`src/rtl/alu_pkg.sv`:
```
// alu_pkg: shared types and constants for the RV32I ALU-op decode stage.
//   alu_op_e  - 4-bit ALUop code consumed by the ALU ({funct7[5], funct3})
//   OPC_*     - major opcodes handled by the decoder
//   dec_t     - one decoded instruction entry, as held in the pipeline register
package alu_pkg;

    typedef enum logic [3:0] {
        ALU_ADD  = 4'b0000,
        ALU_SLL  = 4'b0001,
        ALU_SLT  = 4'b0010,
        ALU_SLTU = 4'b0011,
        ALU_XOR  = 4'b0100,
        ALU_SRL  = 4'b0101,
        ALU_OR   = 4'b0110,
        ALU_AND  = 4'b0111,
        ALU_SUB  = 4'b1000,
        ALU_SRA  = 4'b1101
    } alu_op_e;

    localparam logic [6:0] OPC_OP    = 7'b0110011;
    localparam logic [6:0] OPC_OPIMM = 7'b0010011;
    localparam logic [6:0] OPC_LUI   = 7'b0110111;

    localparam logic [6:0] F7_ZERO   = 7'b0000000;
    localparam logic [6:0] F7_ALT    = 7'b0100000;

    typedef struct packed {
        alu_op_e     alu_op;
        logic [4:0]  rs1;
        logic [4:0]  rs2;
        logic [4:0]  rd;
        logic [31:0] imm;
        logic        alub_src;
        logic        reg_we;
        logic        illegal;
    } dec_t;

endpackage

```
`src/rtl/alu_dec_comb.sv`:
```
// alu_dec_comb: purely combinational RV32I OP / OP-IMM / LUI decoder.
// Ports:
//   instr - raw 32-bit instruction word
//   dec   - decoded entry (ALUop, register indices, immediate, selects, illegal)
// Unsupported opcodes and bad funct7 values give illegal=1 with every control
// field cleared; register index fields are still passed through.
module alu_dec_comb
    import alu_pkg::*;
(
    input  logic [31:0] instr,
    output dec_t        dec
);

    logic [6:0] opcode;
    logic [2:0] funct3;
    logic [6:0] funct7;
    logic [4:0] shamt;

    assign opcode = instr[6:0];
    assign funct3 = instr[14:12];
    assign funct7 = instr[31:25];
    assign shamt  = instr[24:20];

    always_comb begin
        dec        = '0;
        dec.alu_op = ALU_ADD;
        dec.rs1    = instr[19:15];
        dec.rs2    = instr[24:20];
        dec.rd     = instr[11:7];

        case (opcode)
            OPC_OP: begin
                // funct7=0100000 is only meaningful for SUB and SRA
                if (funct7 == F7_ZERO ||
                    (funct7 == F7_ALT && (funct3 == 3'b000 || funct3 == 3'b101))) begin
                    dec.alu_op = alu_op_e'({funct7[5], funct3});
                    dec.reg_we = 1'b1;
                end else begin
                    dec.illegal = 1'b1;
                end
            end
            OPC_OPIMM: begin
                case (funct3)
                    3'b001: begin
                        if (funct7 == F7_ZERO) begin
                            dec.alu_op   = ALU_SLL;
                            dec.imm      = {27'b0, shamt};
                            dec.alub_src = 1'b1;
                            dec.reg_we   = 1'b1;
                        end else begin
                            dec.illegal = 1'b1;
                        end
                    end
                    3'b101: begin
                        if (funct7 == F7_ZERO || funct7 == F7_ALT) begin
                            dec.alu_op   = funct7[5] ? ALU_SRA : ALU_SRL;
                            dec.imm      = {27'b0, shamt};
                            dec.alub_src = 1'b1;
                            dec.reg_we   = 1'b1;
                        end else begin
                            dec.illegal = 1'b1;
                        end
                    end
                    default: begin
                        // no SUB form for immediates: bit 3 is always 0 here
                        dec.alu_op   = alu_op_e'({1'b0, funct3});
                        dec.imm      = {{20{instr[31]}}, instr[31:20]};
                        dec.alub_src = 1'b1;
                        dec.reg_we   = 1'b1;
                    end
                endcase
            end
            OPC_LUI: begin
                // LUI executes as x0 + imm, so rs1 is forced to x0
                dec.rs1      = 5'd0;
                dec.imm      = {instr[31:12], 12'b0};
                dec.alub_src = 1'b1;
                dec.reg_we   = 1'b1;
            end
            default: begin
                dec.illegal = 1'b1;
            end
        endcase

        if (dec.illegal) begin
            dec.alu_op   = ALU_ADD;
            dec.imm      = '0;
            dec.alub_src = 1'b0;
            dec.reg_we   = 1'b0;
        end
    end

endmodule

```
`src/rtl/alu_op_decoder.sv`:
```
// alu_op_decoder: registered decode stage between fetch and the RF/ALU datapath.
// One-entry pipeline register with valid/ready on both sides, latency 1,
// full throughput.
// Ports:
//   clk, rst           - clock, asynchronous active-high reset
//   in_valid/in_ready  - upstream handshake, instr accepted on in_valid & in_ready
//   instr              - raw instruction word
//   out_valid/out_ready- downstream handshake
//   alu_op, rs1, rs2, rd, imm, alub_src, reg_we, illegal - decoded entry
//   illegal_cnt        - saturating count of accepted illegal instructions
// Configuration: define ALU_DEC_ILLCNT_EN to build the illegal-instruction
// counter; without it illegal_cnt is tied to 0.
module alu_op_decoder
    import alu_pkg::*;
#(
    parameter int CNT_W = 16
) (
    input  logic             clk,
    input  logic             rst,
    input  logic             in_valid,
    output logic             in_ready,
    input  logic [31:0]      instr,
    output logic             out_valid,
    input  logic             out_ready,
    output logic [3:0]       alu_op,
    output logic [4:0]       rs1,
    output logic [4:0]       rs2,
    output logic [4:0]       rd,
    output logic [31:0]      imm,
    output logic             alub_src,
    output logic             reg_we,
    output logic             illegal,
    output logic [CNT_W-1:0] illegal_cnt
);

    dec_t dec_in;
    dec_t dec_q, dec_d;
    logic out_valid_q, out_valid_d;
    logic accept;

    alu_dec_comb u_dec (
        .instr (instr),
        .dec   (dec_in)
    );

    assign in_ready = !out_valid_q || out_ready;
    assign accept   = in_valid && in_ready;

    always_comb begin
        dec_d       = dec_q;
        out_valid_d = out_valid_q;
        if (accept) begin
            dec_d       = dec_in;
            out_valid_d = 1'b1;
        end else if (out_ready) begin
            // drained with nothing behind it: data fields keep their last value
            out_valid_d = 1'b0;
        end
    end

    always_ff @(posedge clk or posedge rst) begin
        if (rst) begin
            dec_q       <= '0;
            out_valid_q <= 1'b0;
        end else begin
            dec_q       <= dec_d;
            out_valid_q <= out_valid_d;
        end
    end

    assign out_valid = out_valid_q;
    assign alu_op    = dec_q.alu_op;
    assign rs1       = dec_q.rs1;
    assign rs2       = dec_q.rs2;
    assign rd        = dec_q.rd;
    assign imm       = dec_q.imm;
    assign alub_src  = dec_q.alub_src;
    assign reg_we    = dec_q.reg_we;
    assign illegal   = dec_q.illegal;

`ifdef ALU_DEC_ILLCNT_EN
    logic [CNT_W-1:0] cnt_q, cnt_d;

    always_comb begin
        cnt_d = cnt_q;
        if (accept && dec_in.illegal && cnt_q != {CNT_W{1'b1}}) begin
            cnt_d = cnt_q + CNT_W'(1);
        end
    end

    always_ff @(posedge clk or posedge rst) begin
        if (rst) begin
            cnt_q <= '0;
        end else begin
            cnt_q <= cnt_d;
        end
    end

    assign illegal_cnt = cnt_q;
`else
    assign illegal_cnt = '0;
`endif

endmodule

```
`config.mk`:
```
export PLATFORM = sky130hd
export DESIGN_NAME = alu_op_decoder
export DESIGN_NICKNAME = d
export VERILOG_FILES = /design/src/rtl/alu_pkg.sv /design/src/rtl/alu_dec_comb.sv /design/src/rtl/alu_op_decoder.sv
export SDC_FILE = /design/constraint.sdc
export NUM_CORES = 1
export LEC_CHECK = 0
export ABC_AREA = 1
export CAP_MARGIN = 30
export CORE_ASPECT_RATIO = 0.75
export CORE_MARGIN = 4
export CORE_UTILIZATION = 39
export CTS_CLUSTER_DIAMETER = 40
export DETAILED_ROUTE_END_ITERATION = 10
export PLACE_DENSITY = 0.87
export REMOVE_ABC_BUFFERS = 1
export SLEW_MARGIN = 20
export SYNTH_ARGS = -nofsm -noshare
export SYNTH_HDL_FRONTEND = slang
export SYNTH_SLANG_ARGS = --single-unit
```
`constraint.sdc`:
```
create_clock -name clk -period 1.7 [get_ports clk]
set_input_delay 0.425 -clock clk [delete_from_list [all_inputs] [get_ports clk]]
set_output_delay 0.425 -clock clk [all_outputs]
set_load 0.03 [all_outputs]
```
Word-level counts from Yosys, hierarchy flattened
Cells that the tools add are included.
- equality and inequality tests: 6
- muxes and demuxes: 22
- reduce and logical (&&, ||, !) cells: 10
- operators by type and width (cell ; number):
    $pmux W34 S2 ; 1
    $pmux W33 S2 ; 1
    $mux W34 ; 1
    $eq A7 B6 Y1 const B ; 3
    $mux W4 ; 4
    $pmux W4 S2 ; 2
    $mux W7 ; 2
    $eq A7 B5 Y1 const B ; 1
    $logic_not A7 Y1 ; 1
    $mux W1 ; 7
    $pmux W1 S3 ; 2
    $mux W5 ; 1
    $logic_or A1 B1 Y1 ; 4
    $eq A3 B1 Y1 const B ; 1
    $eq A3 B3 Y1 const B ; 1
    $logic_not A3 Y1 ; 1
    $logic_and A1 B1 Y1 ; 2
    $pmux W1 S2 ; 1
    $reduce_bool A2 Y1 ; 1
    $logic_not A1 Y1 ; 1
- register bits: 55
- bits of input ports: 36
- output and inout bits: 72
- word-level logic and storage cells: 47

Logic depth before layout (Yosys ltp)
Gate-level depths: netlist of run 1.
- word-level depth: 7
- mapped depth: 9
- depth with buffers taken out: 9

By module
From an unflattened synthesis of run 1, not the netlist that was laid out.
- cell total of the unflattened synthesis: 378
- area total of the unflattened synthesis: 3148.0 um^2
- by module, submodules not included (module ; times used ; cells each ; area each (um^2) ; sequential area each (um^2)):
    alu_op_decoder ; 1 ; 256 ; 2419.8 ; 1376.3
    alu_dec_comb ; 1 ; 122 ; 728.2 ; 0.0

Worst setup path before layout of run 1
No wires, ideal clock.
- path type: register to register
- start point: register out_valid_q, in the netlist out_valid
- end point: register dec_q (netlist bit imm[15])
- setup time: 0.129 ns
- data arrival time: 1.481 ns
- required time: 1.571 ns
- setup slack: 0.090 ns
- cell stages (with the launch flop): 8
- path buffers: 2
- clock period less this slack: 1.610 ns
- cell sequence: dfrtp_1 nand2_1 nand2_2 inv_2 buf_4 buf_2 nand3_1 nand3_1
- word-level cells in the longest chain between the ends: 3
- RTL lines (what ; line ; RTL):
    start, declared ; alu_op_decoder.sv:38 ; logic out_valid_q, out_valid_d;
    start signal, assigned ; alu_op_decoder.sv:67 ; out_valid_q <= out_valid_d;
    $logic_not A1 Y1 ; alu_op_decoder.sv:46 ; assign in_ready = !out_valid_q || out_ready;
    $logic_or A1 B1 Y1 ; alu_op_decoder.sv:46 ;
    net in_ready ; alu_op_decoder.sv:21 ; output logic in_ready,
    $logic_and A1 B1 Y1 ; alu_op_decoder.sv:47 ; assign accept = in_valid && in_ready;
    end signal, assigned ; alu_op_decoder.sv:63 ; dec_q <= '0;
    end signal, assigned ; alu_op_decoder.sv:66 ; dec_q <= dec_d;
    end, declared ; alu_op_decoder.sv:37 ; dec_t dec_q, dec_d;
The timed path passes the listed nets, and every way through them passes these cells.
A chain may end at the register's enable or synchronous reset.

Worst setup path after layout of run 1
- start point: input out_ready
- end point: output in_ready
- word-level cells in the longest chain between the ends: 1
- RTL lines (what ; line ; RTL):
    start, declared ; alu_op_decoder.sv:24 ; input logic out_ready,
    $logic_or A1 B1 Y1 ; alu_op_decoder.sv:46 ;
    end, declared ; alu_op_decoder.sv:21 ;
No other way between the ends.

==> results of run 1 <==
==> cell usage after synthesis (5+ instances only) <==
| cell | count | share of area (%) |
|---|---|---|
| nand2_1 | 147 | 21 |
| dfrtp_1 | 55 | 53 |
| nand3_1 | 26 | 5.0 |
| buf_4 | 18 | 5.2 |
| inv_1 | 11 | 1.6 |
| o21ai_0 | 11 | 2.1 |
| clkbuf_1 | 7 | 1.0 |
| o211ai_1 | 6 | 1.7 |
| nor2_1 | 5 | 0.72 |
==> what timing repair did <==
item	in CTS	in global routing
setup endpoints to repair	56	33
cloned	0	1
pin swaps	0	9
gates resized for setup	56	22
setup buffers	0	3
==> flip-flops by register name (all words and copies together), names as in the netlist <==
register and flops:
alub_src 1, imm 32, reg_we 1, rd 5, rs1 5, rs2 5, alu_op 4, illegal 1
out_valid 1
==> cell families after synthesis <==
kind of cell,Yosys count
DFF,55
and+or+nand+nor,198
other,1
AOI/OAI and AO/OA,24
buffers and inverters,43
==> cell type report <==
type                    instances  area [µm²]
fillers                       594        2570
flip-flops and latches         55        1380
repair buffers                122        1120
multi-input cells             238        1090
well taps                      81         101
clock buffers                   6        72.6
inverters                      13        53.8
clock inverters                 1        30.0
==> power breakdown <==
part           switching [µW]  internal (µW)  leakage (µW)
Sequential               29.8           1370      0.000737
Clock                     410            433     0.0000513
Combinational             389            218       0.00137
Total                     828           2020       0.00216
==> worst min-delay path: stages, from the launching register on <==
cell     delay [ps]
dfrtp_1         350
nand2_1          50
nand2_1          60
==> layer usage <==
| metal | share of wire (%) | vias to the layer above | wire (µm) |
|---|---|---|---|
| met5 | 0 | - | 0 |
| met3 | 8.9 | 11 | 637 |
| met1 | 44 | 1148 | 3150 |
| met4 | 1.0 | 0 | 72 |
| met2 | 46 | 100 | 3290 |
| li1 | - | 1210 | - |
==> per-stage QoR <==
step	TNS (ps)	hold slack, ps	util, %	setup WS, ps	total power, µW
after CTS	0	488	58.5	20.8	2870
final	0	484	60.0	25.1	2850
after detailed placement	-9550	467	57.9	-298	2070
after global placement	-7340	463	57.9	-238	2060
after floorplan	-28770	535	-	-769	1740
after global routing	-178	509	60.0	-27.6	2980
==> final timing paths <==
kind	start	end	slack (ps)	cells past startpoint
worst max-delay path	out_ready	in_ready	30	5
worst min-delay path	rd[2]	rd[2]	480	2
worst max register to register	out_valid	imm[23]	430	6
worst min register to register	rd[2]	rd[2]	480	2
max in group asynchronous	rst	reg_we	970	3
min in group asynchronous	rst	imm[17]	490	3
==> out/results.txt, run 1 <==
Status: finished, final reports clean
Crit Path Max Fanout: 2
CTS H-tree lvls: 2
Largest family of logic cells by synthesized area: simple AND/OR/NAND/NOR gates
Mapped Area: 0.00262 mm²
Total GRT Usage: 17.9%
Largest stage delay on the critical path: 450 ps
Initial core utilization: 40.9%
Leak: 0.00216 µW
Worst Hold Class: reg2reg
Post-synthesis mux area share: 0%
Clk sink count: 55
Cell area after placement: 0.00371 mm²
Vias: 2469
Adder-cell share of the synthesized area: 0%
Final instance area: 0.00385 mm²
Total die area: 0.00811 mm²
Initial antenna violation count: 0
Drt first pass iters: 4
Clock Latency Late Sink: 310 ps
Pin count of the biggest net entering global routing: 56
Syn Area/Cell: 8.16 µm²
Worst path cell trace: clkdlybuf4s50_1, inv_1, nand2_1, buf_4, buf_6
First-pass GRT wire length: 11600 µm
Slowest CP cell: clkdlybuf4s50_1
Top FF cell, synth: dfrtp_1
Synth cell types: 24
Ports: 108
WP buf/inv: 4
Pwr Density: 740 mW/mm²
M1 GR Usage: 23.7%
Number of antenna-violating nets in the routed design: 0
Num CTS Buffers: 5
Gr busiest metal: met2
Post-synthesis sequential area ratio: 52.5%
Met3 usage: 4.65%
CTS tree: yes
Drt total wl: 7150 µm
First-iteration detailed-routing DRC count: 95
Final setup viols: 0
Minimum clock period: 1670 ps
CP required: 1270 ps
Syn Inst Count: 321
Post-Synth Simple-Gate Area: 32.6%
Global routing met2 resource utilization: 29.5%
Skew final: 5.32 ps
Die X: 103 µm
Port bufs: 91
Final net count: 471
Routed WL per cell: 13.9 µm
Warnings, synthesis: 0
Chip height: 79.0 µm
Area grow syn2layout: 46.8%
FMAX: 0.597 GHz
Vias in the first global route: 2498
Grt total ovfl: 0
Critical path arrival: 1250 ps
Clk buf depth: 2
Setup crit start kind: input pin
Post-synth ARST share: 100%
Layout cell share with drive strength beyond 1: 13.8%
Max IR drop VDD: 0.295 mV
Cells after DPL: 505
Dpl hpwl: 5250 µm
Num rows: 25
EDFF count, synth: 0
Max-slew violations: 0
Fin. Hold Viols: 0
DRC: 0
Period utilisation layout: 98.5%
Antenna diodes: 0
Clock-pin slew on the worst setup and hold paths: 90 ps
Core ar.: 0.00641 mm²
Max Cap Viol: 0
Synth Area in Compound Gates: 5.30%
Synth Area in XOR/XNOR: 0%
Vias/cell: 4.78
Crit end category: primary output
Most frequent cells in the layout: 145 x nand2_1, 55 x dfrtp_1, 55 x dlygate4sd2_1
RePlAce Congestion: 0.881
Delay-heaviest family, CP: buffers and inverters
Synth Register Bits: 55
Hold_buf cts: 0
CTS Root Cell: clkbuf_8
Most common cell after layout, fill and taps aside: nand2_1
Finished Layout Cells: 516
Setup Crit Path Kind: in2out
(Power assumes the default switching activity.)
==> inputs of run 2 (changes only) <==
--- a/config.mk
+++ b/config.mk
@@ -6,12 +6,13 @@
 export NUM_CORES = 1
 export LEC_CHECK = 0
 export ABC_AREA = 1
-export CAP_MARGIN = 30
+export CAP_MARGIN = 20
 export CORE_ASPECT_RATIO = 0.75
 export CORE_MARGIN = 4
 export CORE_UTILIZATION = 39
 export CTS_CLUSTER_DIAMETER = 40
 export DETAILED_ROUTE_END_ITERATION = 10
+export GPL_ROUTABILITY_DRIVEN = 0
 export PLACE_DENSITY = 0.87
 export REMOVE_ABC_BUFFERS = 1
 export SLEW_MARGIN = 20
==> out/results.txt, run 2 (same netlist as run 1, synthesis figures left out) <==
Status: finished, final reports clean
Hold Crit Depth: 2
Max Cap Viol: 0
Final setup viols: 0
Max IR drop VDD: 0.325 mV
HP Start: imm[28]
Area grow syn2layout: 45.6%
Most common cell after layout, fill and taps aside: nand2_1
Number of antenna-violating nets in the routed design: 0
Number of flip-flops under the largest register name: 32
Vias/cell: 4.91
Initial antenna violation count: 0
Routed WL per cell: 14.2 µm
Dpl hpwl: 5370 µm
Clock Latency Late Sink: 310 ps
Chip height: 79.0 µm
Total die area: 0.00811 mm²
First-iteration detailed-routing DRC count: 103
Final setup TNS: 0 ps
FF-to-FF End: imm[16]
CTS tree: yes
Layout cell share with drive strength beyond 1: 13.2%
Minimum clock period: 1640 ps
R2R Setup Slk: 450 ps
Worst Hold Class: reg2reg
Core ar.: 0.00641 mm²
Clock-pin slew on the worst setup and hold paths: 90 ps
Crit end category: primary output
Port bufs: 91
Worst setup margin: 56.9 ps
Ports: 108
Setup WS pre-CTS: -301 ps
CP required: 1270 ps
Final net count: 467
Setup Crit Path Kind: in2out
Critical path arrival: 1220 ps
Clk buf depth: 2
Min-Delay Endpoint: imm[28]
Pin count of the biggest net entering global routing: 56
Leak: 0.00214 µW
Drt first pass iters: 4
Final instance area: 0.00381 mm²
Worst reg-to-reg path cell count: 6
Fin. Hold Viols: 0
CTS Root Cell: clkbuf_8
Cell area after placement: 0.00370 mm²
Drt total wl: 7280 µm
Most frequent cells in the layout: 145 x nand2_1, 55 x dfrtp_1, 55 x dlygate4sd2_1
Vias: 2514
Period utilisation layout: 96.7%
Clk sink count: 55
Num CTS Buffers: 5
Antenna diodes: 0
Grt total ovfl: 0
Total GRT Usage: 18.0%
First-pass GRT wire length: 11700 µm
DRC: 0
Crit Path Max Fanout: 2
Die X: 103 µm
Skew final: 5.29 ps
Setup crit start kind: input pin
Initial core utilization: 40.9%
CTS H-tree lvls: 2
Total Power: 2850 µW
FMAX: 0.609 GHz
Pwr Density: 747 mW/mm²
Worst R2R Start: out_valid
Max-slew violations: 0
Vias in the first global route: 2481
Num rows: 25
==> run 2: worst max-delay path by stage <==
stage / endpoint / start / slack, ps
floorplan: imm[16] / out_valid / -770
global placement: imm[30] / instr[0] / -230
detailed placement: imm[13] / instr[0] / -300
CTS: in_ready / out_ready / 20
global route: imm[25] / instr[2] / -10
finish: in_ready / out_ready / 60
==> run 2: per-layer routing <==
| layer | routed length [µm] | global-route usage [%] | vias to the layer above |
|---|---|---|---|
| met5 | 0 | 0 | - |
| met4 | 54 | 3.80 | 0 |
| met3 | 621 | 4.39 | 6 |
| met2 | 3460 | 29.8 | 114 |
| met1 | 3140 | 24.1 | 1193 |
| li1 | - | - | 1201 |
==> run 2: what timing repair did <==
item                       CTS  global route
buffers inserted             0             2
pin swaps                    0             6
resized for setup           56            17
hold buffers                 0             0
setup endpoints to repair   56            32
gates cloned                 0             1
==> run 2: power by group <==
group          internal (µW)  total, µW  switching (µW)
logic                    216        604             388
clock network            433        845             412
registers               1370       1400            30.5
==> run 2: layout make-up <==
cell class	count	area, µm²
fill	586	2600
tap	81	101
clock inverter	1	30.0
clock buffer	6	72.6
sequential	55	1380
timing repair buffer	118	1100
inverter	13	51.3
multi-input combinational	238	1090
==> run 2: critical path, stage by stage <==
cell and delay, ps:
clkdlybuf4s50_1 450, inv_1 40, nand2_2 60, buf_4 110, buf_6 120
==> run 2: per-stage QoR <==
stage	utilization, %	cells	hold WS [ps]
after floorplan	-	306	535
after global placement	57.8	502	461
after detailed placement	57.8	502	468
after CTS	58.4	509	489
after global routing	59.5	512	502
final	59.5	512	481
==> inputs of run 3 (changes only) <==
--- a/config.mk
+++ b/config.mk
@@ -15,6 +15,7 @@
 export GPL_ROUTABILITY_DRIVEN = 0
 export PLACE_DENSITY = 0.87
 export REMOVE_ABC_BUFFERS = 1
+export SETUP_SLACK_MARGIN = 0.5
 export SLEW_MARGIN = 20
 export SYNTH_ARGS = -nofsm -noshare
 export SYNTH_HDL_FRONTEND = slang
==> out/results.txt, run 3 (same netlist as run 1, synthesis figures left out) <==
Status: finished, final reports clean
Final core occ: 73.1%
Drt total wl: 9250 µm
Most common cell after layout, fill and taps aside: nand2_1
Layout cell share with drive strength beyond 1: 45.0%
Initial core utilization: 40.9%
Worst R2R Start: out_valid
Die X: 103 µm
Grt total ovfl: 0
Total GRT Usage: 21.5%
Critical path arrival: 990 ps
CTS Root Cell: clkbuf_8
FMAX: 0.708 GHz
Max IR drop VDD: 0.330 mV
Switching share of power: 30.0%
RSZ-0062 raised after global routing: yes
Vias: 2824
Pwr Density: 670 mW/mm²
Most frequent cells in the layout: 129 x nand2_1, 67 x buf_4, 66 x buf_6
Worst path cell trace: nand2_2, buf_6, buf_6
Total die area: 0.00811 mm²
Final setup TNS: 0 ps
Num CTS Buffers: 5
Power share of the combinational group: 27.4%
Chip height: 79.0 µm
Drt first pass iters: 7
First-iteration detailed-routing DRC count: 168
Skew final: 3.13 ps
Final setup viols: 0
Clock Power Share: 27.6%
Clock Latency Late Sink: 310 ps
Slowest CP cell: dfrtp_1
Max Cap Viol: 0
Area grow syn2layout: 78.8%
Final net count: 525
Vias in the first global route: 2846
Number of flip-flops under the largest register name: 32
Internal power: 2200 µW
Setup crit start kind: flip-flop
Num rows: 25
Vias/cell: 4.95
Max-slew violations: 0
Ports: 108
Leak: 0.00244 µW
R2R Setup Slk: 350 ps
Fin. Hold Viols: 0
Clock-pin slew on the worst setup and hold paths: 100 ps
Top cell by count, worst path: buf_6
Dpl hpwl: 5370 µm
Worst Hold Class: in2async
Crit Path Max Fanout: 2
Antenna diodes: 0
Worst reg-to-reg path cell count: 7
DRC: 0
Period utilisation layout: 83.1%
Clk buf depth: 2
Setup crit end: in_ready
Pin count of the biggest net entering global routing: 56
Crit path launch: out_valid
CTS H-tree lvls: 2
Minimum clock period: 1410 ps
Routed WL per cell: 16.2 µm
Clk sink count: 55
Number of antenna-violating nets in the routed design: 0
Port bufs: 91
Sequential Power Share: 45.1%
Initial antenna violation count: 0
CTS tree: yes
Crit end category: primary output
Setup Crit Path Kind: reg2out
First-pass GRT wire length: 13700 µm
Largest stage delay on the critical path: 400 ps
Switching power of the nets: 941 µW
Core ar.: 0.00641 mm²
CP required: 1270 ps
FF-to-FF End: imm[16]
run 3: critical path: cells and delay by family, from the launching register on:
family | cells | cell delay (ps)
buf+inv | 2 | 210
flops | 1 | 400
simple gates | 1 | 70
run 3: through the flow:
step / worst slack (ps) / cells / total power (µW) / hold slack [ps] / instance area, µm²
2_1_floorplan: -769 / 306 / 1740 / 535 / 2480
6_report: 288 / 570 / 3140 / 477 / 4680
4_1_cts: 284 / 547 / 3050 / 510 / 4380
3_3_place_gp: -232 / 502 / 2050 / 461 / 3700
3_5_place_dp: -301 / 502 / 2070 / 468 / 3700
5_1_grt: 231 / 570 / 3260 / 526 / 4680
run 3: layout make-up:
type,instances,area (µm²)
timing repair buffer,175,1730
multi-input combinational,239,1310
clock buffer,6,72.6
fill,449,1730
clock inverter,1,30.0
sequential,55,1380
inverter,13,66.3
tap,81,101
run 3: worst min path at each step:
stage / start / endpoint / cells after the start
finish: rst / imm[18] / 3
global route: rst / imm[18] / 3
CTS: rst / rs1[1] / 3
detailed placement: imm[26] / imm[26] / 2
global placement: rd[0] / rd[0] / 2
floorplan: instr[7] / rd[0] / 2
run 3: timing repair:
action | CTS | global route
pin swaps | 27 | 17
buffers inserted | 34 | 23
gates resized for setup | 507 | 36
hold buffers | 0 | 0
endpoints found under the hold margin | 0 | 0
endpoints found under the setup margin | 111 | 110
gates cloned | 4 | 0
run 3: power groups by stage:
stage / clock network, µW / registers (µW) / logic (µW)
floorplan: 0 / 1550 / 190
global placement: 0 / 1420 / 630
detailed placement: 0 / 1430 / 641
CTS: 874 / 1410 / 765
global route: 927 / 1420 / 912
finish: 865 / 1410 / 858
run 3: layer usage:
metal | track usage (%) | part of all wire [%] | up-vias
li1 | - | - | 1315
met1 | 27.2 | 39 | 1364
met2 | 36.7 | 52 | 130
met3 | 4.92 | 8.2 | 15
met4 | 6.29 | 1.3 | 0
met5 | 0 | 0 | -
